## src/rtl/seq_divider_4bit_pkg.sv

```systemverilog
// -----------------------------------------------------------------------------
// seq_divider_4bit_pkg
// Shared definitions for the 4-bit sequential restoring divider:
//   - state_e   : FSM state encodings (IDLE=0, RUN=1, DONE=2)
//   - DIV0_QUOT : quotient reported when the divisor is zero
// No ports (package).
// -----------------------------------------------------------------------------
package seq_divider_4bit_pkg;

  typedef enum logic [1:0] {
    ST_IDLE = 2'd0,
    ST_RUN  = 2'd1,
    ST_DONE = 2'd2
  } state_e;

  localparam logic [3:0] DIV0_QUOT = 4'hF;

endpackage : seq_divider_4bit_pkg

```

## src/rtl/seq_divider_4bit_addsub.sv

```systemverilog
// -----------------------------------------------------------------------------
// adder_cum_sub_4bit
// Combinational 4-bit adder/subtractor. cin_i selects the operation:
//   cin_i=0 : sum_o = a_i + b_i,       cout_o = carry out
//   cin_i=1 : sum_o = a_i - b_i (mod 16), cout_o = 1 when no borrow (a_i >= b_i)
// Ports:
//   a_i    in  4  first operand
//   b_i    in  4  second operand
//   cin_i  in  1  carry in / subtract select
//   sum_o  out 4  sum or difference
//   cout_o out 1  carry out (no-borrow indication when subtracting)
// -----------------------------------------------------------------------------
module adder_cum_sub_4bit (
  input  logic [3:0] a_i,
  input  logic [3:0] b_i,
  input  logic       cin_i,
  output logic [3:0] sum_o,
  output logic       cout_o
);

  logic [3:0] b_eff;

  // Two's-complement subtract: invert b and inject the +1 through cin.
  assign b_eff           = b_i ^ {4{cin_i}};
  assign {cout_o, sum_o} = {1'b0, a_i} + {1'b0, b_eff} + {4'b0000, cin_i};

endmodule : adder_cum_sub_4bit

```

## src/rtl/seq_divider_4bit.sv

```systemverilog
// -----------------------------------------------------------------------------
// seq_divider_4bit
// Sequential 4-bit unsigned restoring divider, one quotient bit per clock.
// Nonzero divisor: start in cycle 0, busy in cycles 1-4, done in cycle 5.
// Zero divisor: done in cycle 1 with quotient=4'hF, remainder=dividend,
// div_by_zero=1, and no iterations.
// Ports:
//   clk         in  1  system clock, rising edge
//   rst         in  1  asynchronous active-high reset
//   start       in  1  request, accepted when busy=0
//   dividend    in  4  unsigned dividend, sampled with start
//   divisor     in  4  unsigned divisor, sampled with start
//   quotient    out 4  result quotient, updated on entry to DONE
//   remainder   out 4  result remainder, updated on entry to DONE
//   busy        out 1  high while iterating
//   done        out 1  one-cycle completion pulse
//   div_by_zero out 1  last accepted operation had a zero divisor
// -----------------------------------------------------------------------------
module seq_divider_4bit
  import seq_divider_4bit_pkg::*;
(
  input  logic       clk,
  input  logic       rst,
  input  logic       start,
  input  logic [3:0] dividend,
  input  logic [3:0] divisor,
  output logic [3:0] quotient,
  output logic [3:0] remainder,
  output logic       busy,
  output logic       done,
  output logic       div_by_zero
);

  state_e     state_q, state_d;
  logic [1:0] cnt_q, cnt_d;
  logic [3:0] quot_q, quot_d;
  logic [3:0] rem_q, rem_d;
  logic       dbz_q, dbz_d;

  // Working registers: Q shifts dividend out / quotient in, R is the partial
  // remainder, D holds the latched divisor.
  logic [3:0] q_q, q_d;
  logic [3:0] r_q, r_d;
  logic [3:0] d_q, d_d;

  logic [4:0] shift;
  logic [3:0] diff;
  logic       no_borrow;
  logic       take;

  assign shift = {r_q, q_q[3]};

  adder_cum_sub_4bit u_addsub (
    .a_i    (shift[3:0]),
    .b_i    (d_q),
    .cin_i  (1'b1),
    .sum_o  (diff),
    .cout_o (no_borrow)
  );

  // shift[4] set means S >= 16 > D, so the subtraction always succeeds and the
  // 4-bit difference is exact modulo 16 (S <= 29, result < D).
  assign take = shift[4] | no_borrow;

  always_comb begin
    state_d = state_q;
    cnt_d   = cnt_q;
    quot_d  = quot_q;
    rem_d   = rem_q;
    dbz_d   = dbz_q;
    q_d     = q_q;
    r_d     = r_q;
    d_d     = d_q;
    case (state_q)
      ST_RUN: begin
        r_d   = take ? diff : shift[3:0];
        q_d   = {q_q[2:0], take};
        cnt_d = cnt_q - 2'd1;
        if (cnt_q == 2'd0) begin
          quot_d  = {q_q[2:0], take};
          rem_d   = take ? diff : shift[3:0];
          state_d = ST_DONE;
        end
      end
      default: begin
        // IDLE and DONE both accept a new request; unused encoding acts as IDLE.
        state_d = ST_IDLE;
        if (start) begin
          if (divisor != 4'd0) begin
            d_d     = divisor;
            q_d     = dividend;
            r_d     = 4'd0;
            cnt_d   = 2'd3;
            dbz_d   = 1'b0;
            state_d = ST_RUN;
          end else begin
            quot_d  = DIV0_QUOT;
            rem_d   = dividend;
            dbz_d   = 1'b1;
            state_d = ST_DONE;
          end
        end
      end
    endcase
  end

  always_ff @(posedge clk or posedge rst) begin
    if (rst) begin
      state_q <= ST_IDLE;
      cnt_q   <= 2'd0;
      quot_q  <= 4'd0;
      rem_q   <= 4'd0;
      dbz_q   <= 1'b0;
    end else begin
      state_q <= state_d;
      cnt_q   <= cnt_d;
      quot_q  <= quot_d;
      rem_q   <= rem_d;
      dbz_q   <= dbz_d;
    end
  end

  // Working registers are always loaded before use, so they carry no reset.
  always_ff @(posedge clk) begin
    q_q <= q_d;
    r_q <= r_d;
    d_q <= d_d;
  end

  assign quotient    = quot_q;
  assign remainder   = rem_q;
  assign div_by_zero = dbz_q;
  assign busy        = (state_q == ST_RUN);
  assign done        = (state_q == ST_DONE);

endmodule : seq_divider_4bit

```

## config.mk

```make
export PLATFORM = sky130hd
export DESIGN_NAME = seq_divider_4bit
export DESIGN_NICKNAME = d
export VERILOG_FILES = /design/src/rtl/seq_divider_4bit_pkg.sv /design/src/rtl/seq_divider_4bit_addsub.sv /design/src/rtl/seq_divider_4bit.sv
export SDC_FILE = /design/constraint.sdc
export NUM_CORES = 1
export LEC_CHECK = 0
export CORE_MARGIN = 5
export CORE_UTILIZATION = 50
export CTS_BUF_LIST = sky130_fd_sc_hd__clkbuf_4
export CTS_CLUSTER_SIZE = 25
export DETAILED_ROUTE_END_ITERATION = 16
export DONT_BUFFER_PORTS = 1
export GPL_TIMING_DRIVEN = 1
export SYNTH_ARGS = -nofsm -noshare
export SYNTH_HDL_FRONTEND = slang
export SYNTH_SLANG_ARGS = --single-unit
```

## constraint.sdc

```tcl
create_clock -name clk -period 3.1 [get_ports clk]
set_clock_uncertainty 0.1 [all_clocks]
set_input_delay 0.62 -clock clk [delete_from_list [all_inputs] [get_ports clk]]
set_output_delay 0.62 -clock clk [all_outputs]
set_load 0.01 [all_outputs]
```

* Yosys cells after proc, flatten, opt, wreduce, memory -nomap -nowiden
Cells that the tools add are included.
Widths: inputs -> output; s select.
** Cells by class
- Bitwise operators :: 3
- Reduce and logical (&&, ||, !) cells :: 8
- Mux-type cells :: 23
- $add $sub $neg :: 3
- Equal/unequal tests :: 4
** Operators with widths (count)
- $mux 4 :: 15
- $mux 2 :: 7
- $reduce_and 3->1 :: 2
- $add 4x4->5 :: 1
- $add 5x1->5 const B :: 1
- $not 4->4 :: 1
- $reduce_and 2->1 :: 2
- $reduce_bool 2->1 :: 2
- $reduce_bool 4->1 :: 1
- $eq 2x1->1 const B :: 1
- $eq 2x2->1 const B :: 1
- $logic_not 2->1 :: 1
- $ne 2x1->1 const B :: 1
- $ne 2x2->1 const B :: 1
- $sub 2x1->2 const B :: 1
- $mux 1 :: 1
- $not 1->1 :: 1
- $or 1x1->1 :: 1
** Storage, ports and cells
- Input bits :: 11
- Word-level logic and storage cells :: 49
- Output and inout bits :: 11
- Register bits after elaboration :: 25

* Logic depth before layout (Yosys ltp)
Gate-level depths: netlist (run 1).
- Depth in word-level cells :: 7
- Mapped depth :: 9
- Mapped depth without buffers :: 9

* Cells and area by module
Synthesis (run 1) repeated with hierarchy kept, for this count alone.
** Second synthesis, totals
- Cell total of the unflattened synthesis :: 112
- Area, all modules :: 1313.8 um2
** By module, submodules not included
- seq_divider_4bit :: sequential area each 685.7 um2, area an instance 1129.8 um2, cells an instance 92, instances 1
- adder_cum_sub_4bit :: sequential area each 0.0 um2, area an instance 183.9 um2, cells an instance 20, instances 1

* Worst setup path before layout (run 1)
No wires, ideal clock.
- Path kind :: register to register
- From :: register q_q[3]
- To :: register rem_q[0] (netlist: remainder[0])
- Path slack :: 0.778 ns
- Arrival :: 2.158 ns
- Cell stages (with the launch flop) :: 10
- Period minus slack after synthesis :: 2.322 ns
- Cell sequence :: edfxtp_1 > inv_1 > ha_1 > inv_1 > fa_1 > a21o_1 > a211oi_4 > mux2_4 > a21oi_2 > mux2_4
** On the way
- Cells in the longest elaborated chain, start to end :: 6
** RTL lines
- start, declared :: RTL line seq_divider_4bit.sv:42 : logic [3:0] q_q, q_d;
- start signal, assigned :: RTL line seq_divider_4bit.sv:125 : q_q <= q_d;
- $add 4x4->5 :: RTL line seq_divider_4bit_addsub.sv:25 : assign {cout_o, sum_o} = {1'b0, a_i} + {1'b0, b_eff} + {4'b0000, cin_i};
- $add 5x1->5 :: RTL line seq_divider_4bit_addsub.sv:25
- $or 1x1->1 :: RTL line seq_divider_4bit.sv:63 : assign take = shift[4] | no_borrow;
- $mux 4 * :: RTL line seq_divider_4bit.sv:81 : rem_d = take ? diff : shift[3:0];
- $mux 4 * :: RTL line seq_divider_4bit.sv:79 : if (cnt_q == 2'd0) begin
- $mux 4 * :: RTL line seq_divider_4bit.sv:74 : case (state_q)
- end signal, assigned :: RTL line seq_divider_4bit.sv:118 : rem_q <= rem_d;
- end, declared :: RTL line seq_divider_4bit.sv:37 : logic [3:0] rem_q, rem_d;
Mark *: on every way between the ends. The rest lies on a longest branch, timed or not. The select of a mux whose other input is x is not followed.
A chain may end at the register's enable or synchronous reset.

* Worst setup path in the final report (run 1)
Ends and elaborated chain as after synthesis.

==> flow_metrics.py, run 1 <==
metrics = {
    "final_layout": {
        "insertedDiodeCount": 0,
        "n_fill_cell": 212,
        "areaGrowthSynthToFinish_pct": 4.47,
        "final_nets": 124,
        "drive_above_1_share_pct": 8.49,
    },
    "sta": {
        "maxSlewHeadroom_pct": 33.9,
        "period_minus_slack_ps": 2480,
        "timing.fmax_mhz": 404,
        "final.period_utilization_pct": 79.9,
        "finalHoldViolCount": 0,
        "slew_viol_final": 0,
        "holdWs_ps": 87.5,
        "fin_setup_tns_ps": 0,
        "worstMarginPinSlew_ps": 985,
        "rsz0062_at_grt": "false",
        "finalSetupViolCount": 0,
    },
    "run_status": {
        "status": "finished, final reports clean",
    },
    "yosys": {
        "synthSimpleGateAreaFrac_pct": 14.5,
        "synthesis.area_um2": 1170,
        "synth-compound-area-share_pct": 10.1,
        "synth-main-ff-cell": "dfrtp_1",
        "ys_types": 29,
        "synth-seq-cells": 25,
        "synth-xor-area-share_pct": 1.49,
        "synth_top_cell_by_area": "edfxtp_1",
        "yosysSeqAreaShare_pct": 58.4,
        "synth_top_family_by_area": "simple AND/OR/NAND/NOR gates",
        "synth_top_area_share_pct": 30.7,
        "synthAdderAreaFrac_pct": 7.03,
        "synth_nets": 122,
        "syn_area_per_cell_um2": 11.2,
        "synth_edf_count": 12,
        "syn_inst": 105,
        "netlist_top_cells_area": "edfxtp_1 (31%), dfrtp_1 (28%), nand2_1 (5.4%)",
        "synthMuxAreaShare_pct": 4.26,
        "async_reset_ff_share_pct": 52.0,
        "yosys_warnings": 0,
    },
    "power_and_ir_drop": {
        "vdd_ir_drop_max_v": 0.000551,
        "p_per_area_nw_per_um2": 1140,
        "switching_share_pct": 39.7,
        "finalPower_w": 0.00139,
        "seqPwrFrac_pct": 46.0,
        "p_clk_share_pct": 10.8,
        "power.leakage_nw": 0.543,
        "power.switching_w": 0.000553,
        "combPwrFrac_pct": 43.2,
        "intPower_w": 0.000841,
    },
    "routing": {
        "drtIter0Drc": 10,
        "drc": 0,
        "drt_first_pass_iters": 4,
        "ant_nets": 0,
        "drt-vias-per-instance": 5.50,
        "wirelength_um": 2100,
        "vias": 737,
        "wl_per_cell_um": 15.7,
    },
    "worst_setup_path": {
        "max_stage_delay_ps": 420,
        "cp_num_buf_inv": 2,
        "cp_slowest_cell": "a211oi_4",
        "critPathArrivalTime_ps": 2630,
        "cp_max_fo": 8,
        "r2r_slack_ps": 620,
        "path_cells": "inv_1, ha_1, inv_1, fa_1, a21o_1, a211oi_4, mux2_4, a21oi_2, mux2_4",
        "required_ps": 3260,
        "setup.worst_path.class": "reg -> reg",
        "cp_top_family": "compound AO/OA/AOI/OAI gates",
        "start_kind": "flop",
        "worstSetupEndpointType": "flop",
    },
    "cts": {
        "cts_resized": 0,
        "post_cts_buffers": 0,
        "clkSlewWorstSetupHoldPaths_ps": 130,
        "clock_path_buffers": 2,
        "clk_latency_ps": 310,
        "numCtsBuffers": 3,
        "cts_tree": "built",
        "cts_hold_buf": 0,
        "htreeDepth": 1,
        "root_buffer": "clkbuf_4",
        "clock_sinks": 25,
    },
    "global_routing": {
        "antenna_found_initial": 0,
        "grt_max_degree": 15,
        "grt_first_pass_wirelength_um": 3650,
        "grt_pass1_vias": 792,
        "grt_overflow": 0,
        "grt_usage_pct": 14.0,
    },
    "min_path": {
        "hold_path.class": "in -> async",
    },
    "flow_run": {
        "maxCapViolCount": 0,
    },
    "floorplanning": {
        "fp-row-count": 17,
        "core_um2": 2230,
        "ios": 22,
        "die_h_um": 58.5,
        "die_x_um": 58.5,
        "initial_utilization_pct": 52.6,
        "die-area_um2": 3420,
    },
    "placement": {
        "gp_congestion": 0.794,
        "port_buffers": 0,
        "hpwlAfterDp_um": 1620,
    },
}
[cell usage in the layout, fill, tap and decap left out, types with 2 or more instances in the layout]
master,instances
nor2_1,13
and2_1,2
edfxtp_1,12
dfrtp_1,13
o22a_1,4
nand2_1,17
inv_1,9
ha_1,5
nor3_1,3
mux2i_1,2
a21oi_1,4
mux2_4,2
clkbuf_4,4
nand2b_1,2
[Yosys cell counts (2+ instances only)]
| cell | number |
|---|---|
| a21oi_1 | 4 |
| and2_1 | 2 |
| clkbuf_1 | 2 |
| dfrtp_1 | 13 |
| edfxtp_1 | 12 |
| ha_1 | 5 |
| inv_1 | 9 |
| mux2_4 | 2 |
| mux2i_1 | 2 |
| nand2_1 | 17 |
| nand2b_1 | 2 |
| nor2_1 | 13 |
| nor3_1 | 3 |
| o22a_1 | 4 |
[logic make-up after synthesis]
group                    Yosys count
AND/OR/NAND/NOR                   40
multiplexers                       4
flip-flops                        25
adder cells (fa/ha/maj)            6
XOR/XNOR                           2
buffers and inverters             13
AO/OA/AOI/OAI                     15
[registers in the layout, indices dropped and copies added (netlist names)]
signal and cells:
quotient 4, div_by_zero 1, state_q 2, remainder 4, r_q 4, cnt_q 2
q_q 4, d_q 4
[power groups by stage]
stage | Sequential [W] | Combinational, W | Clock, W
floorplan | 0.000621 | 0.000504 | 0
CTS | 0.000642 | 0.000611 | 0.000155
global placement | 0.000647 | 0.000588 | 0
finish | 0.000641 | 0.000602 | 0.000151
global route | 0.000659 | 0.000685 | 0.000171
detailed placement | 0.000649 | 0.000609 | 0
[per-layer routing]
layer | track usage (%) | wire length, um
met1 | 18.7 | 958
met2 | 21.9 | 981
met3 | 4.39 | 145
met4 | 3.97 | 17
met5 | 0 | 0
[cell type report]
type                    instances  area, um2  share of cell area (%)
flip-flops and latches         25        686                    55.9
inverters                      10       37.5                    3.06
multi-input cells              67        439                    35.8
clock buffers                   4       30.0                    2.45
well taps                      28       35.0                    2.85
[worst register-to-register path: stages, from the launching register on]
cell and delay, ps:
edfxtp_1 390, inv_1 80, ha_1 160, inv_1 50, fa_1 400, a21o_1 210, a211oi_4 420, mux2_4 350
a21oi_2 130, mux2_4 140
[worst paths after layout]
path | startpoint | endpoint | cells past startpoint
min reg2reg | cnt_q[0] | cnt_q[0] | 1
max reg2reg | q_q[3] | remainder[0] | 9
max in group asynchronous | rst | remainder[0] | 1
min in group clk | divisor[1] | d_q[1] | 0
min | rst | quotient[2] | 1
max | q_q[3] | remainder[0] | 9
[per-stage QoR]
stage | instances | cell area (um2) | worst slack, ps | utilization (%)
after floorplan | 105 | 1170 | 778 | -
after global placement | 130 | 1200 | 714 | 53.6
after detailed placement | 130 | 1200 | 635 | 53.6
after CTS | 134 | 1230 | 606 | 55.0
after global routing | 134 | 1230 | 474 | 55.0
final | 134 | 1230 | 625 | 55.0
Power figures use the tool's default switching activity.
==> run 2, diff against run 1 <==
Settings changed: PLACE_DENSITY set to 0.68.
Clock period 3.1 ns to 2 ns, I/O delays scaled along.
==> run 2 against run 1 <==
  * The run now ends with negative setup slack left
  * Highest routed layer unchanged
  * Sequential share of layout area down 7.4 points
  * Non-clock buffer count up 17
  * Sequential power up 54%
  * Core utilization up 8.3 points
  * Power up 84%
  * Largest cell class unchanged
==> flow_metrics.py, run 2 (synthesis gave the netlist of run 1 again) <==
metrics = {
    "run_status": {
        "status": "finished with violations",
        "failed_checks": "negative setup slack",
    },
    "cts": {
        "clkSlewWorstSetupHoldPaths_ps": 130,
        "clk_latency_ps": 310,
        "htreeDepth": 1,
        "cts_tree": "built",
        "clock_sinks": 25,
        "numCtsBuffers": 3,
        "clock_path_buffers": 2,
        "root_buffer": "clkbuf_4",
    },
    "sta": {
        "period_minus_slack_ps": 2310,
        "final.period_utilization_pct": 115,
        "rsz0062_at_grt": "true",
        "timing.fmax_mhz": 434,
        "fin_setup_tns_ps": -2350,
        "fin_ws_ps": -306,
        "slew_viol_final": 0,
        "worstMarginPinSlew_ps": 490,
        "maxSlewHeadroom_pct": 67.3,
        "holdWs_ps": 72.7,
        "finalSetupViolCount": 10,
        "finalHoldViolCount": 0,
    },
    "routing": {
        "wl_per_cell_um": 15.0,
        "drc": 0,
        "drtIter0Drc": 11,
        "ant_nets": 0,
        "drt_first_pass_iters": 4,
        "vias": 805,
        "wirelength_um": 2270,
        "drt-vias-per-instance": 5.33,
    },
    "worst_setup_path": {
        "r2r_end": "remainder[1]",
        "r2r_slack_ps": -310,
        "worstSetupEndpointType": "flop",
        "start_kind": "flop",
        "cp_max_fo": 3,
        "required_ps": 2120,
        "r2r_cells": 10,
        "setup.worst_path.class": "reg -> reg",
        "reg2reg_from": "q_q[3]",
        "critPathArrivalTime_ps": 2420,
    },
    "power_and_ir_drop": {
        "finalPower_w": 0.00257,
        "power.leakage_nw": 0.632,
        "vdd_ir_drop_max_v": 0.00106,
        "p_per_area_nw_per_um2": 1810,
    },
    "global_routing": {
        "grt_first_pass_wirelength_um": 3760,
        "grt_overflow": 0,
        "grt_usage_pct": 14.6,
        "grt_pass1_vias": 867,
        "grt_max_degree": 14,
        "antenna_found_initial": 0,
    },
    "floorplanning": {
        "core_um2": 2230,
        "die-area_um2": 3420,
        "die_h_um": 58.5,
        "initial_utilization_pct": 52.6,
        "ios": 22,
        "die_x_um": 58.5,
        "fp-row-count": 17,
    },
    "final_layout": {
        "final_nets": 141,
        "final_common_cell": "nand2_1",
        "insertedDiodeCount": 0,
        "drive_above_1_share_pct": 27.6,
        "final_cell_mix": "nand2_1 (17), dfrtp_1 (13), buf_4 (13), nor2_1 (12), edfxtp_1 (12)",
        "areaGrowthSynthToFinish_pct": 20.3,
        "n_fill_cell": 189,
    },
    "min_path": {
        "hold_end": "d_q[1]",
        "holdPathStages": 0,
        "hp-start": "divisor[1]",
        "hold_path.class": "in -> reg",
    },
    "placement": {
        "hpwlAfterDp_um": 1660,
        "gp_congestion": 0.810,
        "dp_worst_setup_slack_ps": -290,
        "port_buffers": 0,
    },
    "flow_run": {
        "maxCapViolCount": 0,
    },
}
run 2: cell types whose count changed in the layout (fill, tap and decap cells not counted), moves of 2 or more:
cell	previous run	this run
buf_6	0	3
inv_2	1	3
buf_4	0	13
inv_1	9	7
run 2: report_power, final:
| part | internal, W | switching (W) | leakage [nW] |
|---|---|---|---|
| logic | 0.000668 | 0.000679 | 0.345 |
| registers | 0.000820 | 0.000167 | 0.269 |
| clock network | 0.0000915 | 0.000141 | 0.0184 |
| total | 0.00158 | 0.000986 | 0.632 |
run 2: worst max-delay path: stages (launching register included):
cell and delay (ps):
edfxtp_1 410, inv_2 90, ha_4 130, inv_2 30, fa_2 350, a21o_1 220
a211oi_4 290, buf_4 170, mux2i_1 190, nor2_1 90, o22a_1 150
run 2: stage by stage:
step | cells | cell area, um2 | utilization, %
6_report | 151 | 1410 | 63.3
5_1_grt | 151 | 1410 | 63.3
4_1_cts | 150 | 1360 | 60.7
3_5_place_dp | 143 | 1300 | 58.1
3_3_place_gp | 143 | 1300 | 58.1
2_1_floorplan | 105 | 1180 | -
run 2: worst max path at each step:
stage,to,depth (start not counted),start
floorplan,remainder[0],9,q_q[3]
global placement,remainder[2],10,q_q[3]
detailed placement,remainder[2],10,q_q[3]
CTS,remainder[1],10,q_q[3]
global route,remainder[1],10,q_q[3]
finish,remainder[1],10,q_q[3]
run 2: area by class of cell:
type / instances / area [um2] / area share (%)
flip-flops and latches: 25 / 686 / 48.5
multi-input cells: 67 / 484 / 34.2
repair buffers: 17 / 141 / 10.0
inverters: 10 / 37.5 / 2.65
well taps: 28 / 35.0 / 2.48
clock buffers: 4 / 30.0 / 2.12
run 2: what timing repair did:
item                                    4_1_cts  5_1_grt
endpoints found under the hold margin        13        0
endpoints found under the setup margin       10       10
setup buffers                                 2        1
hold buffers                                  1        0
pin swaps                                     3       14
gates resized for setup                       1       12
run 2: routing by layer:
| layer | vias to the layer above | global-route usage (%) | wire, um |
|---|---|---|---|
| met5 | - | 0 | 0 |
| met4 | 0 | 5.96 | 27 |
| met3 | 4 | 4.39 | 162 |
| met2 | 21 | 24.2 | 1110 |
| met1 | 387 | 17.7 | 967 |
| li1 | 393 | - | - |
==> run 3, diff against run 2 <==
Settings changed: CORE_UTILIZATION 50 to 40, PLACE_DENSITY 0.68 to not set.
==> run 3 against run 2 <==
  * The flow still finishes with violations (negative setup slack)
  * Largest cell class unchanged
  * Largest power group unchanged
  * Setup slack improved by 13 ps
  * Power fell by 3.6%
  * Core utilization fell by 13 points
  * Register-to-register slack barely moved
  * Highest routed layer unchanged
  * Via count fell by 1.9%
==> flow_metrics.py, run 3 (synthesis gave the netlist of run 1 again) <==
metrics = {
    "cts": {
        "cts_tree": "built",
        "clock_path_buffers": 2,
        "htreeDepth": 1,
        "clk_latency_ps": 300,
        "clkSlewWorstSetupHoldPaths_ps": 130,
        "clock_sinks": 25,
        "numCtsBuffers": 3,
        "root_buffer": "clkbuf_4",
    },
    "worst_setup_path": {
        "worstSetupEndpointType": "flop",
        "r2r_cells": 11,
        "max_stage_delay_ps": 410,
        "r2r_slack_ps": -290,
        "start_kind": "flop",
        "r2r_end": "r_q[3]",
        "critPathArrivalTime_ps": 2380,
        "reg2reg_from": "q_q[3]",
        "cp_slowest_cell": "edfxtp_1",
        "cpMostUsedCell": "inv_2",
        "path_cells": "inv_2, ha_4, inv_2, fa_2, a21o_1, a211oi_4, buf_4, buf_6, nand2_4, o21ai_1, and2_1",
        "required_ps": 2080,
        "cp_max_fo": 4,
        "cp_num_buf_inv": 4,
        "setup.worst_path.class": "reg -> reg",
        "cp_top_family": "compound AO/OA/AOI/OAI gates",
    },
    "final_layout": {
        "final_cell_mix": "nand2_1 (16), buf_4 (15), nor2_1 (13), dfrtp_1 (13), edfxtp_1 (12)",
        "final_common_cell": "nand2_1",
        "areaGrowthSynthToFinish_pct": 18.5,
        "insertedDiodeCount": 0,
        "final_nets": 141,
        "drive_above_1_share_pct": 25.2,
    },
    "power_and_ir_drop": {
        "intPower_w": 0.00153,
        "power.switching_w": 0.000944,
        "p_clk_share_pct": 9.4,
        "switching_share_pct": 38.2,
        "combPwrFrac_pct": 50.4,
        "finalPower_w": 0.00247,
        "power.leakage_nw": 0.630,
        "seqPwrFrac_pct": 40.2,
        "p_per_area_nw_per_um2": 1780,
        "vdd_ir_drop_max_v": 0.00103,
    },
    "global_routing": {
        "grt_overflow": 0,
        "antenna_found_initial": 0,
        "grt_pass1_vias": 870,
        "grt_first_pass_wirelength_um": 4030,
        "grt_usage_pct": 12.3,
        "grt_max_degree": 14,
    },
    "sta": {
        "fin_ws_ps": -293,
        "worstMarginPinSlew_ps": 521,
        "maxSlewHeadroom_pct": 65.2,
        "finalSetupViolCount": 10,
        "holdWs_ps": 78.8,
        "finalHoldViolCount": 0,
        "rsz0062_at_grt": "true",
        "period_minus_slack_ps": 2290,
        "slew_viol_final": 0,
        "timing.fmax_mhz": 436,
        "final.period_utilization_pct": 115,
    },
    "floorplanning": {
        "die_h_um": 64.2,
        "ios": 22,
        "die_x_um": 64.2,
        "die-area_um2": 4120,
        "core_um2": 2780,
        "fp-row-count": 19,
        "initial_utilization_pct": 42.2,
    },
    "min_path": {
        "hold_end": "d_q[3]",
        "hp-start": "divisor[3]",
        "hold_path.class": "in -> reg",
        "holdPathStages": 0,
    },
    "placement": {
        "hpwlAfterDp_um": 1800,
        "gp_congestion": 0.912,
        "port_buffers": 0,
    },
    "routing": {
        "drc": 0,
        "drt_first_pass_iters": 4,
        "drt-vias-per-instance": 5.13,
        "wl_per_cell_um": 15.6,
        "wirelength_um": 2400,
        "drtIter0Drc": 21,
        "ant_nets": 0,
        "vias": 790,
    },
    "flow_run": {
        "maxCapViolCount": 0,
    },
    "run_status": {
        "failed_checks": "negative setup slack",
        "status": "finished with violations",
    },
}
==> run 3: worst max path at each step <==
stage	from	to	slack (ps)	cells after the start
floorplan	q_q[3]	remainder[0]	-260	9
global placement	q_q[3]	remainder[0]	-230	9
detailed placement	q_q[3]	r_q[3]	-320	11
CTS	q_q[3]	remainder[0]	-300	9
global route	q_q[3]	r_q[3]	-350	11
finish	q_q[3]	r_q[3]	-290	11
==> run 3: per-layer routing <==
metal	share of wire, %	wire length (um)	global-route usage (%)
met4	0.79	19	3.82
met5	0	0	0
met1	44	1050	16.4
met3	5.0	119	2.98
met2	50	1210	19.8
==> run 3: power groups by stage <==
stage / clock (W) / combinational [W] / sequential, W
finish: 0.000232 / 0.00125 / 0.000993
global route: 0.000267 / 0.00138 / 0.00102
CTS: 0.000244 / 0.00121 / 0.000996
detailed placement: 0 / 0.00113 / 0.00100
global placement: 0 / 0.00110 / 0.000996
floorplan: 0 / 0.000784 / 0.000964
==> run 3: area by class of cell <==
class,count,area (um2)
clock buffer,4,30.0
multi-input combinational,67,467
fill,255,1390
inverter,10,37.5
tap,31,38.8
timing repair buffer,17,134
sequential,25,686
==> run 3: stage by stage <==
step	util [%]	TNS, ps	area, um2	setup slack, ps	cells
2_1_floorplan	-	-1200	1180	-261	105
3_3_place_gp	46.8	-1560	1300	-229	146
3_5_place_dp	46.8	-2500	1300	-324	146
4_1_cts	49.4	-2280	1380	-297	153
5_1_grt	50.1	-2960	1390	-346	154
6_report	50.1	-2290	1390	-293	154
==> run 3: timing repair <==
| item | in CTS | in global routing |
|---|---|---|
| setup endpoints to repair | 10 | 10 |
| hold buffers | 1 | 0 |
| pin swaps | 11 | 6 |
| resized for setup | 6 | 3 |
| hold endpoints to repair | 13 | 0 |
| gates cloned | 0 | 0 |
| setup buffers | 2 | 1 |
